### src/rtl/param_processor_pkg.sv
// param_processor_pkg: opcodes, FSM states and error bit positions shared by the processor
package param_processor_pkg;
  typedef enum logic [2:0] {
    OP_ADD  = 3'd0,
    OP_SUB  = 3'd1,
    OP_AND  = 3'd2,
    OP_OR   = 3'd3,
    OP_XOR  = 3'd4,
    OP_SHL  = 3'd5,
    OP_MOV  = 3'd6,
    OP_HALT = 3'd7
  } op_e;
  typedef enum logic [2:0] {
    S_IDLE  = 3'd0,
    S_FETCH = 3'd1,
    S_EXEC  = 3'd2,
    S_DONE  = 3'd3,
    S_ERROR = 3'd4
  } state_e;
  localparam int ERR_CARRY  = 0;
  localparam int ERR_BORROW = 1;
  localparam int ERR_PC     = 2;
  localparam int ERR_CFG    = 3;
endpackage

### src/rtl/param_processor_alu.sv
// proc_alu: combinational ALU with carry (ADD/SHL) and borrow (SUB) flags
module proc_alu
  import param_processor_pkg::*;
#(
  parameter int DATA_W = 8
) (
  input  op_e               op,
  input  logic [DATA_W-1:0] a,
  input  logic [DATA_W-1:0] b,
  output logic [DATA_W-1:0] result,
  output logic              carry,
  output logic              borrow
);
  logic [DATA_W:0] sum, diff;
  assign sum    = {1'b0, a} + {1'b0, b};
  assign diff   = {1'b0, a} - {1'b0, b};
  assign carry  = op == OP_ADD ? sum[DATA_W] : op == OP_SHL ? a[DATA_W-1] : 1'b0;
  assign borrow = op == OP_SUB && diff[DATA_W];
  // result mux; HALT produces zero and is never written back
  always_comb begin
    result = '0;
    case (op)
      OP_ADD:  result = sum[DATA_W-1:0];
      OP_SUB:  result = diff[DATA_W-1:0];
      OP_AND:  result = a & b;
      OP_OR:   result = a | b;
      OP_XOR:  result = a ^ b;
      OP_SHL:  result = {a[DATA_W-2:0], 1'b0};
      OP_MOV:  result = a;
      default: result = '0;
    endcase
  end
endmodule

### src/rtl/param_processor.sv
// param_processor: host-loaded register/program processor with a 2-cycle fetch/execute FSM
module param_processor
  import param_processor_pkg::*;
#(
  parameter int DATA_W     = 8,
  parameter int NREG       = 4,
  parameter int PROG_DEPTH = 8,
  localparam int REG_AW    = $clog2(NREG),
  localparam int PC_W      = $clog2(PROG_DEPTH),
  localparam int INSTR_W   = 3 + 3 * REG_AW,
  localparam int CFG_AW    = REG_AW > PC_W ? REG_AW : PC_W
) (
  input  logic               clk,
  input  logic               reset_b,
  input  logic               cfg_wr,
  input  logic               cfg_prog,
  input  logic [CFG_AW-1:0]  cfg_addr,
  input  logic [DATA_W-1:0]  cfg_data,
  input  logic [INSTR_W-1:0] prog_data,
  input  logic               enable,
  input  logic [REG_AW-1:0]  out_sel,
  output logic [DATA_W-1:0]  data_out,
  output logic               cfg_ack,
  output logic               busy,
  output logic               done,
  output logic [3:0]         error
);
  state_e              state, next;
  logic                en_q, en_q2, start;
  logic [PC_W-1:0]     pc;
  logic [INSTR_W-1:0]  instr;
  logic [DATA_W-1:0]   regs [NREG];
  logic [INSTR_W-1:0]  prog [PROG_DEPTH];
  op_e                 op;
  logic [REG_AW-1:0]   dst, src1, src2;
  logic [DATA_W-1:0]   result;
  logic                carry, borrow;
  assign op    = op_e'(instr[INSTR_W-1 -: 3]);
  assign dst   = instr[3*REG_AW-1 -: REG_AW];
  assign src1  = instr[2*REG_AW-1 -: REG_AW];
  assign src2  = instr[REG_AW-1:0];
  assign start = en_q & ~en_q2;
  assign busy  = state == S_FETCH || state == S_EXEC;
  assign done  = state == S_DONE;
  proc_alu #(.DATA_W(DATA_W)) u_alu (
    .op    (op),
    .a     (regs[src1]),
    .b     (regs[src2]),
    .result(result),
    .carry (carry),
    .borrow(borrow)
  );
  // state register
  always_ff @(posedge clk or negedge reset_b)
    if (!reset_b) state <= S_IDLE;
    else state <= next;
  // next state: a low enable aborts a run; the last program word without HALT is an error
  always_comb begin
    next = state;
    case (state)
      S_IDLE, S_DONE, S_ERROR: next = start ? S_FETCH : state;
      S_FETCH: next = !enable ? S_IDLE : S_EXEC;
      S_EXEC:  next = !enable ? S_IDLE : op == OP_HALT ? S_DONE :
                      pc == PC_W'(PROG_DEPTH - 1) ? S_ERROR : S_FETCH;
      default: next = S_IDLE;
    endcase
  end
  // datapath: enable edge detect, config writes, fetch latch, execute writeback, flags, output
  always_ff @(posedge clk or negedge reset_b)
    if (!reset_b) begin
      en_q     <= 1'b0;
      en_q2    <= 1'b0;
      cfg_ack  <= 1'b0;
      data_out <= '0;
      pc       <= '0;
      instr    <= '0;
      error    <= '0;
      for (int i = 0; i < NREG; i++) regs[i] <= '0;
      for (int i = 0; i < PROG_DEPTH; i++) prog[i] <= '0;
    end else begin
      en_q     <= enable;
      en_q2    <= en_q;
      cfg_ack  <= cfg_wr & ~busy;
      data_out <= regs[out_sel];
      if (start && !busy) begin
        pc    <= '0;
        error <= '0;
      end
      if (cfg_wr && busy) error[ERR_CFG] <= 1'b1;
      if (cfg_wr && !busy && cfg_prog) prog[cfg_addr[PC_W-1:0]] <= prog_data;
      if (cfg_wr && !busy && !cfg_prog) regs[cfg_addr[REG_AW-1:0]] <= cfg_data;
      if (state == S_FETCH) instr <= prog[pc];
      if (state == S_EXEC && op != OP_HALT) begin
        regs[dst] <= result;
        if (carry) error[ERR_CARRY] <= 1'b1;
        if (borrow) error[ERR_BORROW] <= 1'b1;
        if (next == S_FETCH) pc <= pc + PC_W'(1);
        if (next == S_ERROR) error[ERR_PC] <= 1'b1;
      end
    end
endmodule
### config.mk
export PLATFORM = sky130hd
export DESIGN_NAME = param_processor
export DESIGN_NICKNAME = d
export VERILOG_FILES = /design/src/rtl/param_processor_pkg.sv /design/src/rtl/param_processor_alu.sv /design/src/rtl/param_processor.sv
export SDC_FILE = /design/constraint.sdc
export NUM_CORES = 1
export LEC_CHECK = 0
export BUFFER_PORTS_ARGS = -buffer_cell sky130_fd_sc_hd__buf_2
export CORE_ASPECT_RATIO = 0.6
export CORE_UTILIZATION = 64
export CTS_BUF_LIST = sky130_fd_sc_hd__clkbuf_4 sky130_fd_sc_hd__clkbuf_8
export DETAILED_ROUTE_END_ITERATION = 16
export HOLD_SLACK_MARGIN = 0.02
export PLACE_DENSITY = 0.87
export SYNTH_ARGS = -nofsm -noshare
export SYNTH_HDL_FRONTEND = slang
export SYNTH_SLANG_ARGS = --single-unit
export TNS_END_PERCENT = 1
### constraint.sdc
create_clock -name clk -period 4.4 [get_ports clk]
set_clock_uncertainty 0.15 [all_clocks]
set_input_delay 0.88 -clock clk [delete_from_list [all_inputs] [get_ports clk]]
set_output_delay 0.88 -clock clk [all_outputs]
set_load 0.05 [all_outputs]
## Yosys cells after proc, flatten, opt, wreduce, memory -nomap -nowiden

Cells that the tools add are included.

| word-level totals | value |
|---|---|
| bits in registers | 134 |
| input bits | 27 |
| output and inout bits | 15 |

| operators by class | value |
|---|---|
| $add $sub $neg | 3 |
| magnitude comparators | 10 |
| equality and inequality tests | 15 |
| muxes and demuxes | 41 |
| bitwise logic cells | 14 |
| reductions and logical operators | 17 |

Operator list:

| operator | count |
|---|---|
| bitwise mux 72 bit | 1 |
| bitwise mux 32 bit | 2 |
| 2-to-1 mux 32 bit | 2 |
| 2-to-1 mux 8 bit | 8 |
| one-hot mux 8 bit (7 select lines) | 1 |
| binary-select mux 8 bit (select 2 bit) | 3 |
| demux 8 bit (select 2 bit) | 2 |
| binary-select mux 9 bit (select 3 bit) | 1 |
| demux 9 bit (select 3 bit) | 1 |
| 2-to-1 mux 9 bit | 3 |
| 2-to-1 mux 3 bit | 8 |
| equality test 3 bit (second input constant) | 7 |
| >= comparator 3 bit (second input constant) | 5 |
| inverter 2 -> 3 bit | 5 |
| equality test 3 x 2 -> 1 bit (second input constant) | 4 |
| logical AND 1 bit | 10 |
| adder 8 x 8 -> 9 bit | 1 |
| equality test 3 x 1 -> 1 bit (second input constant) | 3 |
| one-hot mux 3 bit (3 select lines) | 1 |
| subtractor 8 x 8 -> 9 bit | 1 |
| AND 8 bit | 1 |
| >= comparator 4 bit (second input constant) | 2 |
| inverter 3 -> 4 bit | 2 |
| bitwise OR 8 bit | 1 |
| 15 further kinds | 25 |

## Depth between registers and ports, before layout

| depth | value |
|---|---|
| depth in word-level cells | 9 |
| mapped depth | 11 |

## Hierarchy

A second synthesis with hierarchy kept.

| second synthesis, totals | value |
|---|---|
| cell total of the unflattened synthesis | 642 |
| area, all modules | 7,918.8 um2 |

Modules (own cells, without submodules):

| module | instances | cells each | area each (um2) | sequential area each (um2) |
|---|---|---|---|---|
| param_processor | 1 | 468 | 6,633.9 | 3,353.2 |
| proc_alu | 1 | 174 | 1,285.0 | 0.0 |

## Worst setup path before layout

OpenSTA, ideal clock, no wires.

| path | value |
|---|---|
| path type | reg-to-reg |
| from | register instr[0] |
| to | register regs[15] (netlist name) |
| setup time | 134 ps |
| arrival time | 2,963 ps |
| slack | 1,153 ps |
| stages on the path, launching flop included | 11 |
| buffers on the path | 2 |
| clock period less this slack | 3,247 ps |
| path through | dfrtp_1 -> clkbuf_1 -> mux4_2 -> inv_1 -> ha_1 -> buf_4 -> inv_2 -> or4_1 -> and4_1 -> a2111oi_4 -> o31ai_1 |

| between the ends | value |
|---|---|
| longest elaborated chain between the ends | 8 |
| elaborated cells on any way between the ends | 12 |
| classes of those cells | 2 x add/sub; 6 x mux; 4 x bitwise |

RTL lines:

| element | RTL line | text |
|---|---|---|
| start, declared | param_processor.sv:31 | `logic [INSTR_W-1:0] instr;` |
| start signal, assigned | param_processor.sv:92 | `if (state == S_FETCH) instr <= prog[pc];` |
| inverter 2 -> 3 bit (implied by the code) * | param_processor.sv:48 | `.b (regs[src2]),` |
| binary-select mux 8 bit (select 2 bit) * | param_processor.sv:48 |  |
| 2-to-1 mux 8 bit (implied by the code) * (2 in series) | param_processor.sv:48 |  |
| subtractor 8 x 8 -> 9 bit, or another cell as far along | param_processor_alu.sv:16 | `assign diff = {1'b0, a} - {1'b0, b};` |
| one-hot mux 8 bit (7 select lines) * | param_processor_alu.sv:22 | `case (op)` |
| bitwise mux 32 bit * | param_processor.sv:94 | `regs[dst] <= result;` |
| 2-to-1 mux 32 bit * | param_processor.sv:93 | `if (state == S_EXEC && op != OP_HALT) begin` |
| end signal, assigned by index | param_processor.sv:91 | `if (cfg_wr && !busy && !cfg_prog) regs[cfg_addr[REG_AW-1:0]] <= cfg_data;` |
| end signal, assigned by index | param_processor.sv:94 |  |
| end, declared | param_processor.sv:32 | `logic [DATA_W-1:0] regs [NREG];` |

Every way passes the cells marked *; elsewhere a longest branch is shown, timed or not. The select of a mux whose other input is x is not followed.
A chain may end at the register's enable or synchronous reset.

## Worst setup path in the final report

| path | value |
|---|---|
| from | register instr[2] |
| to | register regs[15] (netlist name) |

| between the ends | value |
|---|---|
| longest elaborated chain between the ends | 8 |
| elaborated cells on any way between the ends | 12 |
| classes of those cells | 2 x add/sub; 6 x mux; 4 x bitwise |

RTL lines:

| element | RTL line | text |
|---|---|---|
| inverter 2 -> 3 bit (implied by the code) * | param_processor.sv:47 | `.a (regs[src1]),` |
| binary-select mux 8 bit (select 2 bit) * | param_processor.sv:47 |  |
| 2-to-1 mux 8 bit (implied by the code) * (2 in series) | param_processor.sv:47 |  |
| subtractor 8 x 8 -> 9 bit, or another cell as far along | param_processor_alu.sv:16 |  |
| one-hot mux 8 bit (7 select lines) * | param_processor_alu.sv:22 |  |
| bitwise mux 32 bit * | param_processor.sv:94 |  |
| 2-to-1 mux 32 bit * | param_processor.sv:93 |  |

Marks and branches as above.

==> impl_results.md <==
* Run status: finished clean
* Clock Path Buffers at 2
* Post-synth EDFFs at 0
* Site Rows at 31
* Gr ovfl total at 0
* Crit path buf inv count at 2
* Total number of vias at 6140
* Routability-driven placement congestion ratio at 0.9334
* Cell mode on critical path: inv_1
* Die width at 147.4 µm
* First-pass GRT wire length at 34610 µm
* Chip height at 89.26 µm
* Die ar. at 13160 µm²
* Unrepaired setup endpoints after global routing: no
* Worst slew pin tran at 1282 ps
* Slowest library cell on the worst path: dfrtp_1
* Antenna Cells at 0
* Resize count post-CTS at 0
* Reg2reg end: regs[15]
* Pin count of the biggest net entering global routing at 105
* Biggest cell delay along the critical path at 720 ps
* Crit path max-delay family: simple AND/OR/NAND/NOR gates
* Seq/Total Area, Yosys at 0.4129
* Starting Density at 0.6647
* Hold Path Class: primary input to asynchronous set/reset pin
* Layout area overhead at 9.105%
* Syn Area/Cell at 11.89 µm²
* Global-route usage over all layers at 0.3609
* Core area at 12220 µm²
* Tmin final at 3668 ps
* Final Hold Viols at 0
* Cts bufs inserted at 17
* Initial DRT Pass Iterations at 5
* Synth Cell Area at 8122 µm²
* Worst Path Arrival at 3830 ps
* Gate Count Post-Synth at 683
* Crit path max fanout at 11
* Reg2Reg Setup Slack at 730 ps
* Remaining antenna violation count at 0
* Port Buffer Count at 41
* Reg2reg start: instr[2]
* DR WL/cell at 24.76 µm
* Final wirelength at 22010 µm
* Filler Cell Count at 810
* Part of the cycle the worst path needs at 0.8337
* Crit Path Category: flip-flop to flip-flop
* CP Cell Sequence: mux4_2, inv_1, ha_1, inv_1, or4_1, and4_1, a2111oi_4, o31ai_1
* Clock-pin slew on the worst setup and hold paths at 80 ps
* DRC violations left at 0
* Syn nets at 739
* Post-synth cell types at 75
* Clk_lat worst skew at 450 ps
* Reg2Reg Depth at 8
* # H-tree levels at 4
* Max Freq at 0.2726 GHz
* Root Driver: clkbuf_8
* # Post-CTS Setup Buffers at 0
* DRT iter0 DRCs at 607
* Hold buffer count at CTS at 0
* Final setup violating endpoints at 0
* Proportion of layout cells with a drive suffix above 1 at 0.3356
* Worst setup SP type: flip-flop
* DR vias/cell at 6.907
* # nets final at 768
* CTS tree: yes
* CTS Sinks at 134
* Initial antenna violation count at 0
* Synth async-reset ratio at 1.000
* Setup TNS Final at 0 ps
* Crit end category: flip-flop
* Fin. max-slew vios at 0
* Yosys warns at 0
* Worst EP required at 4560 ps
* Max_slew headroom at 0.1417
* HPWL Detailed at 15430 µm
* FF+latch count, synth at 134
* Max Cap Viol at 0
* Io pins at 42
* Number of global-route vias before repair at 6252
* Synth Flop Type: dfrtp_1
cells by family after synthesis:
family,after synthesis,synth area share
mux,167,0.2886
simple gates,159,0.1040
flops,134,0.4129
compound gates,119,0.1051
buf+inv,72,0.03743
fa+ha+maj,29,0.04653
xor+xnor,3,0.005547
worst reg2reg max path, cell delays in order, from the launching register on:
cell and delay (ps):
dfrtp_1 720, mux4_2 650, inv_1 80, ha_1 350, inv_1 150, or4_1 610
and4_1 250, a2111oi_4 430, o31ai_1 140
flip-flops by register name, indices dropped and copies added (netlist names):
name and count:
data_out 8, en_q 1, pc 3, state 3, prog 72, cfg_ack 1, instr 9, error 4
en_q2 1, regs 32
through the flow:
step | hold slack [ps] | util | instance area, µm² | setup slack (ps) | instances
2_1_floorplan | 217.7 | - | 8122 | 1153 | 683
3_3_place_gp | 226.3 | 0.6898 | 8428 | 881.8 | 858
3_5_place_dp | 245.6 | 0.6898 | 8428 | 789.9 | 858
4_1_cts | 216.9 | 0.7252 | 8861 | 753.5 | 889
5_1_grt | 234.5 | 0.7252 | 8861 | 519.1 | 889
6_report | 207.3 | 0.7252 | 8861 | 731.8 | 889
cell usage after synthesis (all sizes together), types with 7 or more instances:
| master | instances | area share |
|---|---|---|
| inv | 32 | 0.015 |
| buf | 17 | 0.012 |
| nor3 | 8 | 0.0077 |
| dfrtp | 134 | 0.41 |
| mux2i | 27 | 0.035 |
| nor2 | 53 | 0.026 |
| clkbuf | 22 | 0.010 |
| nand3 | 14 | 0.0092 |
| mux2 | 97 | 0.13 |
| nor3b | 7 | 0.0085 |
| a21oi | 33 | 0.020 |
| a22oi | 7 | 0.0065 |
| ha | 27 | 0.042 |
| a31oi | 7 | 0.0054 |
| nand2 | 34 | 0.016 |
| a211oi | 7 | 0.0071 |
| nand2b | 13 | 0.010 |
| o21ai | 22 | 0.014 |
| mux4 | 43 | 0.12 |
| nor2b | 9 | 0.0069 |
per-layer routing:
layer  wire length, µm  global-route usage  vias up
met2              9729              0.5515      377
met3              2586              0.1168       47
li1                  -                   -     2593
met4               434              0.1265        0
met1              9263              0.4938     3123
met5                 0                   0        -
layout by cell type (no fill, tap or decap), types with 4 or more instances in the layout:
cell / netlist / routed
nor3b_1: 5 / 5
nand2b_1: 13 / 13
nor3_1: 6 / 6
nor2_1: 47 / 47
nor2_2: 6 / 6
buf_2: 9 / 40
mux2_2: 94 / 94
nor2b_1: 9 / 9
inv_1: 31 / 31
nand2_1: 33 / 33
a21oi_1: 33 / 33
o21ai_0: 19 / 19
nand3_1: 13 / 13
a211oi_1: 6 / 6
a22o_1: 5 / 5
buf_4: 2 / 8
ha_1: 27 / 27
a21o_1: 4 / 4
nand4_1: 4 / 4
o2111ai_2: 4 / 4
a31oi_1: 7 / 7
dfrtp_1: 134 / 134
clkbuf_8: 0 / 21
mux4_2: 43 / 43
mux2i_1: 26 / 26
a22oi_1: 7 / 7
worst max path at each step:
stage                         from  endpoint  slack, ps  cells past startpoint
final                     instr[2]  regs[15]        730                      8
after global routing      instr[0]   regs[5]        520                      8
after CTS                 instr[2]  regs[23]        750                      8
after detailed placement  instr[0]  regs[23]        790                      8
after global placement    instr[2]  regs[15]        880                      8
after floorplan           instr[0]  regs[15]       1150                     10
area by class of cell:
class	count	area [µm²]	area share
Sequential cell	134	3353	0.3784
Tap cell	165	206.4	0.02330
Timing Repair Buffer	49	280.3	0.03163
Inverter	33	123.9	0.01398
Clock buffer	21	289.0	0.03262
Clock inverter	10	143.9	0.01624
Multi-Input combinational cell	477	4464	0.5038
Power is not shown: default switching activity piles up to over one toggle a cycle in this logic, so the estimate is an artifact.
